--- src/rtl/vi_mem_pkg.sv ---
// Shared memory-pipeline definitions: page geometry, opcodes, TLB entry layout.
package vi_mem_pkg;

  localparam int unsigned PAGE_OFFSET_W = 12;
  localparam int unsigned VPN_W         = 20;
  // Widest PPN any stage may use; an entry stores the stage's PPN zero-extended.
  localparam int unsigned PPN_MAX_W     = 20;

  localparam logic [6:0] OPC_LOAD  = 7'b0000011;
  localparam logic [6:0] OPC_STORE = 7'b0100011;

  typedef struct packed {
    logic                 valid;
    logic [VPN_W-1:0]     vpn;
    logic [PPN_MAX_W-1:0] ppn;
  } tlb_entry_t;

  typedef enum logic {
    ST_RUN   = 1'b0,
    ST_FAULT = 1'b1
  } tl_state_e;

endpackage

--- src/rtl/dtlb_stage_if.sv ---
// EXE->TL latch outputs in, TL->cache latch outputs out.
interface dtlb_stage_if #(
  parameter int unsigned PPN_W = 8
);

  logic              tl_cache_enable_i;
  logic [31:0]       tl_cache_addr_i;
  logic [4:0]        tl_write_addr_i;
  logic              tl_int_write_enable_i;
  logic [31:0]       tl_store_data_i;
  logic              tl_tlbwrite_i;
  logic              tl_idtlb_i;
  logic [31:0]       tl_read_data_a_i;
  logic [31:0]       tl_read_data_b_i;
  logic [31:0]       tl_instruction_i;
  logic [31:0]       tl_pc_i;

  logic              c_cache_enable_o;
  logic [PPN_W+11:0] c_paddr_o;
  logic [4:0]        c_write_addr_o;
  logic              c_int_write_enable_o;
  logic [31:0]       c_store_data_o;
  logic [31:0]       c_instruction_o;
  logic [31:0]       c_pc_o;
  logic              c_dtlb_miss_o;
  logic [31:0]       c_miss_vaddr_o;

  modport master (
    output tl_cache_enable_i, tl_cache_addr_i, tl_write_addr_i, tl_int_write_enable_i,
           tl_store_data_i, tl_tlbwrite_i, tl_idtlb_i, tl_read_data_a_i,
           tl_read_data_b_i, tl_instruction_i, tl_pc_i,
    input  c_cache_enable_o, c_paddr_o, c_write_addr_o, c_int_write_enable_o,
           c_store_data_o, c_instruction_o, c_pc_o, c_dtlb_miss_o, c_miss_vaddr_o
  );

  modport slave (
    input  tl_cache_enable_i, tl_cache_addr_i, tl_write_addr_i, tl_int_write_enable_i,
           tl_store_data_i, tl_tlbwrite_i, tl_idtlb_i, tl_read_data_a_i,
           tl_read_data_b_i, tl_instruction_i, tl_pc_i,
    output c_cache_enable_o, c_paddr_o, c_write_addr_o, c_int_write_enable_o,
           c_store_data_o, c_instruction_o, c_pc_o, c_dtlb_miss_o, c_miss_vaddr_o
  );

endinterface

--- src/rtl/dtlb_stage_tlb_cam.sv ---
// Fully-associative TLB array: lookup match, write-slot choice, round-robin victim.
module tlb_cam
  import vi_mem_pkg::*;
#(
  parameter int unsigned N_ENTRIES = 4,
  parameter int unsigned PPN_W     = 8
) (
  input  logic             clk_i,
  input  logic             rst_i,
  input  logic             flush_i,
  input  logic             we_i,
  input  logic [VPN_W-1:0] wr_vpn_i,
  input  logic [PPN_W-1:0] wr_ppn_i,
  input  logic [VPN_W-1:0] lu_vpn_i,
  output logic             hit_o,
  output logic [PPN_W-1:0] hit_ppn_o
);

  localparam int unsigned IDX_W = $clog2(N_ENTRIES);

  tlb_entry_t           entries [N_ENTRIES];
  logic [IDX_W-1:0]     victim_q;
  logic [IDX_W-1:0]     wr_idx;
  logic [IDX_W-1:0]     match_idx;
  logic [IDX_W-1:0]     free_idx;
  logic                 any_match;
  logic                 any_free;
  logic                 bump_victim;
  logic [PPN_MAX_W-1:0] hit_ppn_full;
  logic                 unused_ppn_hi;

  // Lookup against stored contents; VPNs are unique so at most one entry matches.
  always_comb begin
    hit_o        = 1'b0;
    hit_ppn_full = '0;
    for (int unsigned i = 0; i < N_ENTRIES; i++) begin
      if (entries[i].valid && entries[i].vpn == lu_vpn_i) begin
        hit_o        = 1'b1;
        hit_ppn_full = hit_ppn_full | entries[i].ppn;
      end
    end
  end

  assign hit_ppn_o     = hit_ppn_full[PPN_W-1:0];
  assign unused_ppn_hi = ^(hit_ppn_full >> PPN_W);

  // Write slot: same-VPN entry, else lowest free, else victim. A same-cycle
  // flush makes every entry look free, so the write lands in entry 0.
  always_comb begin
    any_match = 1'b0;
    any_free  = 1'b0;
    match_idx = '0;
    free_idx  = '0;
    for (int unsigned i = N_ENTRIES; i > 0; i--) begin
      if (!entries[i-1].valid || flush_i) begin
        any_free = 1'b1;
        free_idx = IDX_W'(i-1);
      end else if (entries[i-1].vpn == wr_vpn_i) begin
        any_match = 1'b1;
        match_idx = IDX_W'(i-1);
      end
    end
    bump_victim = 1'b0;
    if (any_match) begin
      wr_idx = match_idx;
    end else if (any_free) begin
      wr_idx = free_idx;
    end else begin
      wr_idx      = victim_q;
      bump_victim = 1'b1;
    end
  end

  // Entry array and victim pointer; flush clears valids but keeps the pointer.
  always_ff @(posedge clk_i) begin
    if (rst_i) begin
      for (int unsigned i = 0; i < N_ENTRIES; i++) entries[i].valid <= 1'b0;
      victim_q <= '0;
    end else begin
      if (flush_i) begin
        for (int unsigned i = 0; i < N_ENTRIES; i++) entries[i].valid <= 1'b0;
      end
      if (we_i) begin
        entries[wr_idx] <= '{valid: 1'b1, vpn: wr_vpn_i, ppn: PPN_MAX_W'(wr_ppn_i)};
        if (bump_victim) victim_q <= victim_q + 1'b1;
      end
    end
  end

endmodule

--- src/rtl/dtlb_stage.sv ---
// Data-pipeline translation stage: dTLB lookup, fault FSM and TL->cache latch.
module dtlb_stage
  import vi_mem_pkg::*;
#(
  parameter int unsigned N_ENTRIES = 4,
  parameter int unsigned PPN_W     = 8
) (
  input  logic         clk_i,
  input  logic         rst_i,
  input  logic         kill_i,
  input  logic         stall_core_i,
  input  logic         supervisor_i,
  input  logic         tlb_flush_i,
  dtlb_stage_if.slave  bus
);

  typedef struct packed {
    logic              cache_en;
    logic [PPN_W+11:0] paddr;
    logic [4:0]        write_addr;
    logic              iwe;
    logic [31:0]       store_data;
    logic [31:0]       instr;
    logic [31:0]       pc;
    logic              miss;
    logic [31:0]       miss_vaddr;
  } tl_out_t;

  tl_state_e         state_q, state_d;
  tl_out_t           out_q, out_d;
  logic              hit;
  logic [PPN_W-1:0]  hit_ppn;
  logic              xl_miss;
  logic              tlb_we;
  logic              flush_en;
  logic [PPN_W+11:0] tr_paddr;
  logic              unused_wr_bits;

  assign xl_miss  = bus.tl_cache_enable_i && !supervisor_i && !hit;
  assign tlb_we   = bus.tl_tlbwrite_i && bus.tl_idtlb_i && !stall_core_i && !kill_i
                    && (state_q == ST_RUN);
  assign flush_en = tlb_flush_i && !stall_core_i && !kill_i;
  assign unused_wr_bits = ^{bus.tl_read_data_a_i[PAGE_OFFSET_W-1:0],
                            bus.tl_read_data_b_i[PAGE_OFFSET_W-1:0],
                            bus.tl_read_data_b_i >> (PPN_W + PAGE_OFFSET_W)};

  tlb_cam #(
    .N_ENTRIES (N_ENTRIES),
    .PPN_W     (PPN_W)
  ) u_cam (
    .clk_i     (clk_i),
    .rst_i     (rst_i),
    .flush_i   (flush_en),
    .we_i      (tlb_we),
    .wr_vpn_i  (bus.tl_read_data_a_i[31:PAGE_OFFSET_W]),
    .wr_ppn_i  (bus.tl_read_data_b_i[PPN_W+11:PAGE_OFFSET_W]),
    .lu_vpn_i  (bus.tl_cache_addr_i[31:PAGE_OFFSET_W]),
    .hit_o     (hit),
    .hit_ppn_o (hit_ppn)
  );

  // FSM state register.
  always_ff @(posedge clk_i) begin
    if (rst_i) state_q <= ST_RUN;
    else       state_q <= state_d;
  end

  // Next state: a user-mode miss in RUN enters FAULT; only kill leaves it.
  always_comb begin
    state_d = state_q;
    if (kill_i) begin
      state_d = ST_RUN;
    end else if (!stall_core_i && state_q == ST_RUN && xl_miss) begin
      state_d = ST_FAULT;
    end
  end

  // Next latch contents: forward, report the fault, or bubble while in FAULT.
  always_comb begin
    out_d = '0;
    if (supervisor_i) begin
      tr_paddr = bus.tl_cache_addr_i[PPN_W+11:0];
    end else if (hit) begin
      tr_paddr = {hit_ppn, bus.tl_cache_addr_i[PAGE_OFFSET_W-1:0]};
    end else begin
      tr_paddr = '0;
    end
    if (state_q == ST_RUN) begin
      out_d.instr = bus.tl_instruction_i;
      out_d.pc    = bus.tl_pc_i;
      if (xl_miss) begin
        out_d.miss       = 1'b1;
        out_d.miss_vaddr = bus.tl_cache_addr_i;
      end else begin
        out_d.cache_en   = bus.tl_cache_enable_i;
        out_d.paddr      = tr_paddr;
        out_d.write_addr = bus.tl_write_addr_i;
        out_d.iwe        = bus.tl_int_write_enable_i;
        out_d.store_data = bus.tl_store_data_i;
      end
    end
  end

  // TL->cache latch: reset and kill clear it, stall holds it.
  always_ff @(posedge clk_i) begin
    if (rst_i || kill_i) begin
      out_q <= '0;
    end else if (!stall_core_i) begin
      out_q <= out_d;
    end
  end

  assign bus.c_cache_enable_o     = out_q.cache_en;
  assign bus.c_paddr_o            = out_q.paddr;
  assign bus.c_write_addr_o       = out_q.write_addr;
  assign bus.c_int_write_enable_o = out_q.iwe;
  assign bus.c_store_data_o       = out_q.store_data;
  assign bus.c_instruction_o      = out_q.instr;
  assign bus.c_pc_o               = out_q.pc;
  assign bus.c_dtlb_miss_o        = out_q.miss;
  assign bus.c_miss_vaddr_o       = out_q.miss_vaddr;

endmodule

--- src/flat_wrapper.sv ---
// flat-port wrapper written by rule: the top's interface ports become plain ports
module dtlb_stage_flat import vi_mem_pkg::*;
#(
  parameter int unsigned N_ENTRIES = 4,
  parameter int unsigned PPN_W     = 8
)
  (clk_i, rst_i, kill_i, stall_core_i, supervisor_i, tlb_flush_i, bus_tl_cache_enable_i, bus_tl_cache_addr_i, bus_tl_write_addr_i, bus_tl_int_write_enable_i, bus_tl_store_data_i, bus_tl_tlbwrite_i, bus_tl_idtlb_i, bus_tl_read_data_a_i, bus_tl_read_data_b_i, bus_tl_instruction_i, bus_tl_pc_i, bus_c_cache_enable_o, bus_c_paddr_o, bus_c_write_addr_o, bus_c_int_write_enable_o, bus_c_store_data_o, bus_c_instruction_o, bus_c_pc_o, bus_c_dtlb_miss_o, bus_c_miss_vaddr_o);
  dtlb_stage_if #(.PPN_W(PPN_W)) bus_i ();
  input  logic clk_i;
  input  logic rst_i;
  input  logic kill_i;
  input  logic stall_core_i;
  input  logic supervisor_i;
  input  logic tlb_flush_i;
  input wire logic [$bits(bus_i.tl_cache_enable_i)-1:0] bus_tl_cache_enable_i;
  input wire logic [$bits(bus_i.tl_cache_addr_i)-1:0] bus_tl_cache_addr_i;
  input wire logic [$bits(bus_i.tl_write_addr_i)-1:0] bus_tl_write_addr_i;
  input wire logic [$bits(bus_i.tl_int_write_enable_i)-1:0] bus_tl_int_write_enable_i;
  input wire logic [$bits(bus_i.tl_store_data_i)-1:0] bus_tl_store_data_i;
  input wire logic [$bits(bus_i.tl_tlbwrite_i)-1:0] bus_tl_tlbwrite_i;
  input wire logic [$bits(bus_i.tl_idtlb_i)-1:0] bus_tl_idtlb_i;
  input wire logic [$bits(bus_i.tl_read_data_a_i)-1:0] bus_tl_read_data_a_i;
  input wire logic [$bits(bus_i.tl_read_data_b_i)-1:0] bus_tl_read_data_b_i;
  input wire logic [$bits(bus_i.tl_instruction_i)-1:0] bus_tl_instruction_i;
  input wire logic [$bits(bus_i.tl_pc_i)-1:0] bus_tl_pc_i;
  output wire logic [$bits(bus_i.c_cache_enable_o)-1:0] bus_c_cache_enable_o;
  output wire logic [$bits(bus_i.c_paddr_o)-1:0] bus_c_paddr_o;
  output wire logic [$bits(bus_i.c_write_addr_o)-1:0] bus_c_write_addr_o;
  output wire logic [$bits(bus_i.c_int_write_enable_o)-1:0] bus_c_int_write_enable_o;
  output wire logic [$bits(bus_i.c_store_data_o)-1:0] bus_c_store_data_o;
  output wire logic [$bits(bus_i.c_instruction_o)-1:0] bus_c_instruction_o;
  output wire logic [$bits(bus_i.c_pc_o)-1:0] bus_c_pc_o;
  output wire logic [$bits(bus_i.c_dtlb_miss_o)-1:0] bus_c_dtlb_miss_o;
  output wire logic [$bits(bus_i.c_miss_vaddr_o)-1:0] bus_c_miss_vaddr_o;
  assign bus_i.tl_cache_enable_i = bus_tl_cache_enable_i;
  assign bus_i.tl_cache_addr_i = bus_tl_cache_addr_i;
  assign bus_i.tl_write_addr_i = bus_tl_write_addr_i;
  assign bus_i.tl_int_write_enable_i = bus_tl_int_write_enable_i;
  assign bus_i.tl_store_data_i = bus_tl_store_data_i;
  assign bus_i.tl_tlbwrite_i = bus_tl_tlbwrite_i;
  assign bus_i.tl_idtlb_i = bus_tl_idtlb_i;
  assign bus_i.tl_read_data_a_i = bus_tl_read_data_a_i;
  assign bus_i.tl_read_data_b_i = bus_tl_read_data_b_i;
  assign bus_i.tl_instruction_i = bus_tl_instruction_i;
  assign bus_i.tl_pc_i = bus_tl_pc_i;
  assign bus_c_cache_enable_o = bus_i.c_cache_enable_o;
  assign bus_c_paddr_o = bus_i.c_paddr_o;
  assign bus_c_write_addr_o = bus_i.c_write_addr_o;
  assign bus_c_int_write_enable_o = bus_i.c_int_write_enable_o;
  assign bus_c_store_data_o = bus_i.c_store_data_o;
  assign bus_c_instruction_o = bus_i.c_instruction_o;
  assign bus_c_pc_o = bus_i.c_pc_o;
  assign bus_c_dtlb_miss_o = bus_i.c_dtlb_miss_o;
  assign bus_c_miss_vaddr_o = bus_i.c_miss_vaddr_o;
  dtlb_stage #(.N_ENTRIES(N_ENTRIES), .PPN_W(PPN_W)) u_core (.clk_i(clk_i), .rst_i(rst_i), .kill_i(kill_i), .stall_core_i(stall_core_i), .supervisor_i(supervisor_i), .tlb_flush_i(tlb_flush_i), .bus(bus_i));
endmodule
--- config.mk ---
export PLATFORM = sky130hd
export DESIGN_NAME = dtlb_stage_flat
export DESIGN_NICKNAME = d
export VERILOG_FILES = /design/src/rtl/vi_mem_pkg.sv /design/src/rtl/dtlb_stage_if.sv /design/src/rtl/dtlb_stage_tlb_cam.sv /design/src/rtl/dtlb_stage.sv /design/src/flat_wrapper.sv
export SDC_FILE = /design/constraint.sdc
export NUM_CORES = 1
export LEC_CHECK = 0
export CORE_MARGIN = 2
export CORE_UTILIZATION = 30
export CTS_CLUSTER_DIAMETER = 100
export CTS_CLUSTER_SIZE = 14
export DETAILED_ROUTE_END_ITERATION = 10
export SETUP_SLACK_MARGIN = 0.2
export SLEW_MARGIN = 30
export SYNTH_ARGS = -nofsm -noshare
export SYNTH_HDL_FRONTEND = slang
export SYNTH_SLANG_ARGS = --single-unit
--- constraint.sdc ---
create_clock -name clk_i -period 7.23 [get_ports clk_i]
set_clock_uncertainty 0.1 [all_clocks]
set_input_delay 1.8075 -clock clk_i [delete_from_list [all_inputs] [get_ports clk_i]]
set_output_delay 1.8075 -clock clk_i [all_outputs]
set_load 0.005 [all_outputs]
==> results_dict.tcl <==
set metrics [dict create \
    synth_area_leaders "edfxtp_1 (30%), dfxtp_1 (29%), xnor2_1 (8.3%)" \
    synth_compound_area_share_pct 12.07 \
    synth_top_area_share_pct 29.73 \
    worstHoldPathType "reg -> reg" \
    yosysTopAreaCell "edfxtp_1" \
    post-cts-setup-buffer-count 0 \
    netlist_area_sq_mm 0.01131 \
    die_h_microns 198.2 \
    rsz0062_at_grt "no" \
    crit_required_ns 7.27 \
    outcome "completed" \
    nNetsFinal 1509 \
    powerDensity_mw_per_mm2 201.1 \
    slew_headroom_pct 39.02 \
    cts_resized 0 \
    fin_area_sq_mm 0.01567 \
    core_sq_mm 0.03740 \
    io_buffer_count 326 \
    synth.avg_cell_area_sq_um 11.14 \
    ys.flop_type "dfxtp_1" \
    first_pass_iters 5 \
    crit_type "in -> reg" \
    cts_root_buf "clkbuf_16" \
    ant_nets 0 \
    grt_max_degree 85 \
    async_reset_ff_share_pct 0 \
    ys_seq_area_share_pct 58.57 \
    postCtsHoldBufs 0 \
    cts_tree "done" \
    ys_ff_latch 275 \
    endpoint_kind "flip-flop" \
    grt_remaining_overflow 0 \
    worstRegToRegCells 6 \
    setup_violations 0 \
    ys_warn_count 0 \
    num_rows 71 \
    ir_drop_mv 0.09634 \
    maxSlewViolCount 0 \
    vias_per_cell 4.921 \
    die_w_microns 198.2 \
    totalNegativeSetupSlack_ns 0 \
    drive_gt1_share_pct 4.494 \
    max_freq_mhz 197.8 \
    synth_top_family_by_area "simple AND/OR/NAND/NOR gates" \
    maxCapViolations 0 \
    drt-initial-drc-count 516 \
    drcViolationCount 0 \
    p_leak_uw 0.005104 \
    routabilityCongestion 0.9423 \
    track_usage_pct 18.71 \
    clk_latency_ns 0.54 \
    synth_edf_count 112 \
    synth_fa_ha_area_share_pct 0 \
    synthCells 1016 \
    placed_cell_area_sq_mm 0.01502 \
    tightest_slew_ns 0.9146 \
    die_area_sq_mm 0.03928 \
    pin_count 363 \
    dr_total_vias 8980 \
    htreeDepth 1 \
    fin_crit_ns 5.055 \
    grt_pass1_vias 8838 \
    initial_core_util_pct 30.25 \
    synth_cell_type_count 48 \
    areaGrowthSynthToFinish_pct 38.51 \
    finalHoldViolations 0 \
    antenna_found_initial 1 \
    worstPathArrival_ns 5.10 \
    cts_sinks 275 \
    dp_hpwl_microns 28120 \
    cp-start-kind "primary input" \
    synth-simple-area-share_pct 13.93 \
    synth_xor_area_share_pct 12.39 \
    syn_nets 1223 \
    wl_per_cell_microns 20.97 \
    routed_wl_microns 38280 \
    worst-path-max-fanout 28 \
    post-route-period-util_pct 69.92 \
    holdPathStages 2 \
    clkSlewWorstSetupHoldPaths_ns 0.06 \
    cts_made_buffers 23 \
    muxShareOfSynthArea_pct 0 \
    grt_pass1_wl_microns 55350 \
    clk_path_buf_depth 3 \
]
==> power breakdown <==
part,leakage [uW],internal (uW),switching [uW]
combinational,0.00246,172,163
clock,0.000317,608,560
sequential,0.00233,1640,12.3
==> final timing paths <==
check	start	end	slack, ns
worst max-delay path	bus_tl_read_data_a_i[13]	u_core.u_cam.entries[3][22]	2.17
worst min-delay path	u_core.bus.c_paddr_o[10]	u_core.bus.c_paddr_o[10]	0.35
worst max register to register	u_core.u_cam.entries[1][9]	u_core.u_cam.entries[3][22]	3.81
worst min register to register	u_core.bus.c_paddr_o[10]	u_core.bus.c_paddr_o[10]	0.35
==> state kept, by name, indices dropped and copies added (netlist names) <==
signal                           count
u_core.bus.c_paddr_o                20
u_core.bus.c_cache_enable_o          1
u_core.bus.c_instruction_o          32
u_core.bus.c_write_addr_o            5
u_core.u_cam.victim_q                2
u_core.bus.c_miss_vaddr_o           32
u_core.state_q                       1
u_core.bus.c_store_data_o           32
u_core.bus.c_dtlb_miss_o             1
u_core.bus.c_int_write_enable_o      1
u_core.bus.c_pc_o                   32
u_core.u_cam.entries               116
==> cell type report <==
cell class                      count  area, sq um
Timing Repair Buffer              337         3353
Inverter                            3        11.26
Clock inverter                      2        12.51
Fill cell                        3561        21730
Clock buffer                       34        638.1
Sequential cell                   275         6626
Multi-Input combinational cell    662         4387
Tap cell                          511        639.4
Antenna cell                        1        2.502
==> cell families (layout without fill, tap and decap cells) <==
kind of cell / Yosys count / in the layout
AOI/OAI and AO/OA: 185 / 185
and+or+nand+nor: 317 / 317
xor gates and xnor gates: 160 / 160
buffers and inverters: 79 / 376
other: 0 / 1
DFF: 275 / 275
==> cells in the mapped netlist, types with 3 or more instances <==
| master | number |
|---|---|
| nor3_1 | 4 |
| a21oi_1 | 4 |
| nand3_1 | 53 |
| dfxtp_1 | 163 |
| a32o_1 | 38 |
| edfxtp_1 | 112 |
| xnor2_1 | 107 |
| o21ai_0 | 54 |
| inv_1 | 3 |
| a22o_1 | 8 |
| buf_4 | 3 |
| a22oi_1 | 65 |
| xor2_1 | 53 |
| nor4_1 | 26 |
| nor2_1 | 73 |
| and3_1 | 6 |
| nor4b_1 | 3 |
| nand2_1 | 93 |
| buf_1 | 6 |
| nand4_1 | 39 |
| buf_2 | 29 |
| clkbuf_1 | 38 |
| nor4_4 | 3 |
==> layer usage <==
metal  wire (microns)  global-route usage, %
met2            18800                  33.26
met4              994                  5.040
met3             2920                  3.849
met1            15560                  22.90
met5                0                      0
==> metrics by stage <==
step / power (uW) / setup WS [ns] / util (%) / hold slack, ns / instances
2_1_floorplan: 1815 / 1.656 / - / 0.3425 / 1016
3_3_place_gp: 2017 / 1.698 / 40.10 / 0.3337 / 1787
3_5_place_dp: 2021 / 1.677 / 40.15 / 0.3409 / 1788
4_1_cts: 3196 / 2.230 / 41.89 / 0.3523 / 1824
5_1_grt: 3275 / 1.953 / 41.90 / 0.3779 / 1825
6_report: 3151 / 2.175 / 41.90 / 0.3494 / 1825
==> placed cells by master (no fill, tap or decap), types with 4 or more instances in the layout <==
master,synthesis,final
clkdlybuf4s50_1,0,325
dfxtp_1,163,163
edfxtp_1,112,112
xnor2_1,107,107
nand2_1,93,93
nor2_1,73,71
a22oi_1,65,65
o21ai_0,54,54
xor2_1,53,53
nand3_1,53,53
nand4_1,39,39
a32o_1,38,38
nor4_1,26,25
clkbuf_16,0,24
clkbuf_1,38,10
buf_4,3,10
a22o_1,8,8
inv_1,3,4
a21oi_1,4,4
nor3_2,1,4
and3_1,6,4
==> critical path: stages <==
cell and delay (ns):
clkdlybuf4s50_1 0.68, xnor2_1 0.39, nand4_1 0.17, nor4_1 0.43
a221oi_1 0.18, a211oi_1 0.55, and3_2 0.86
Power figures use the tool's default switching activity.
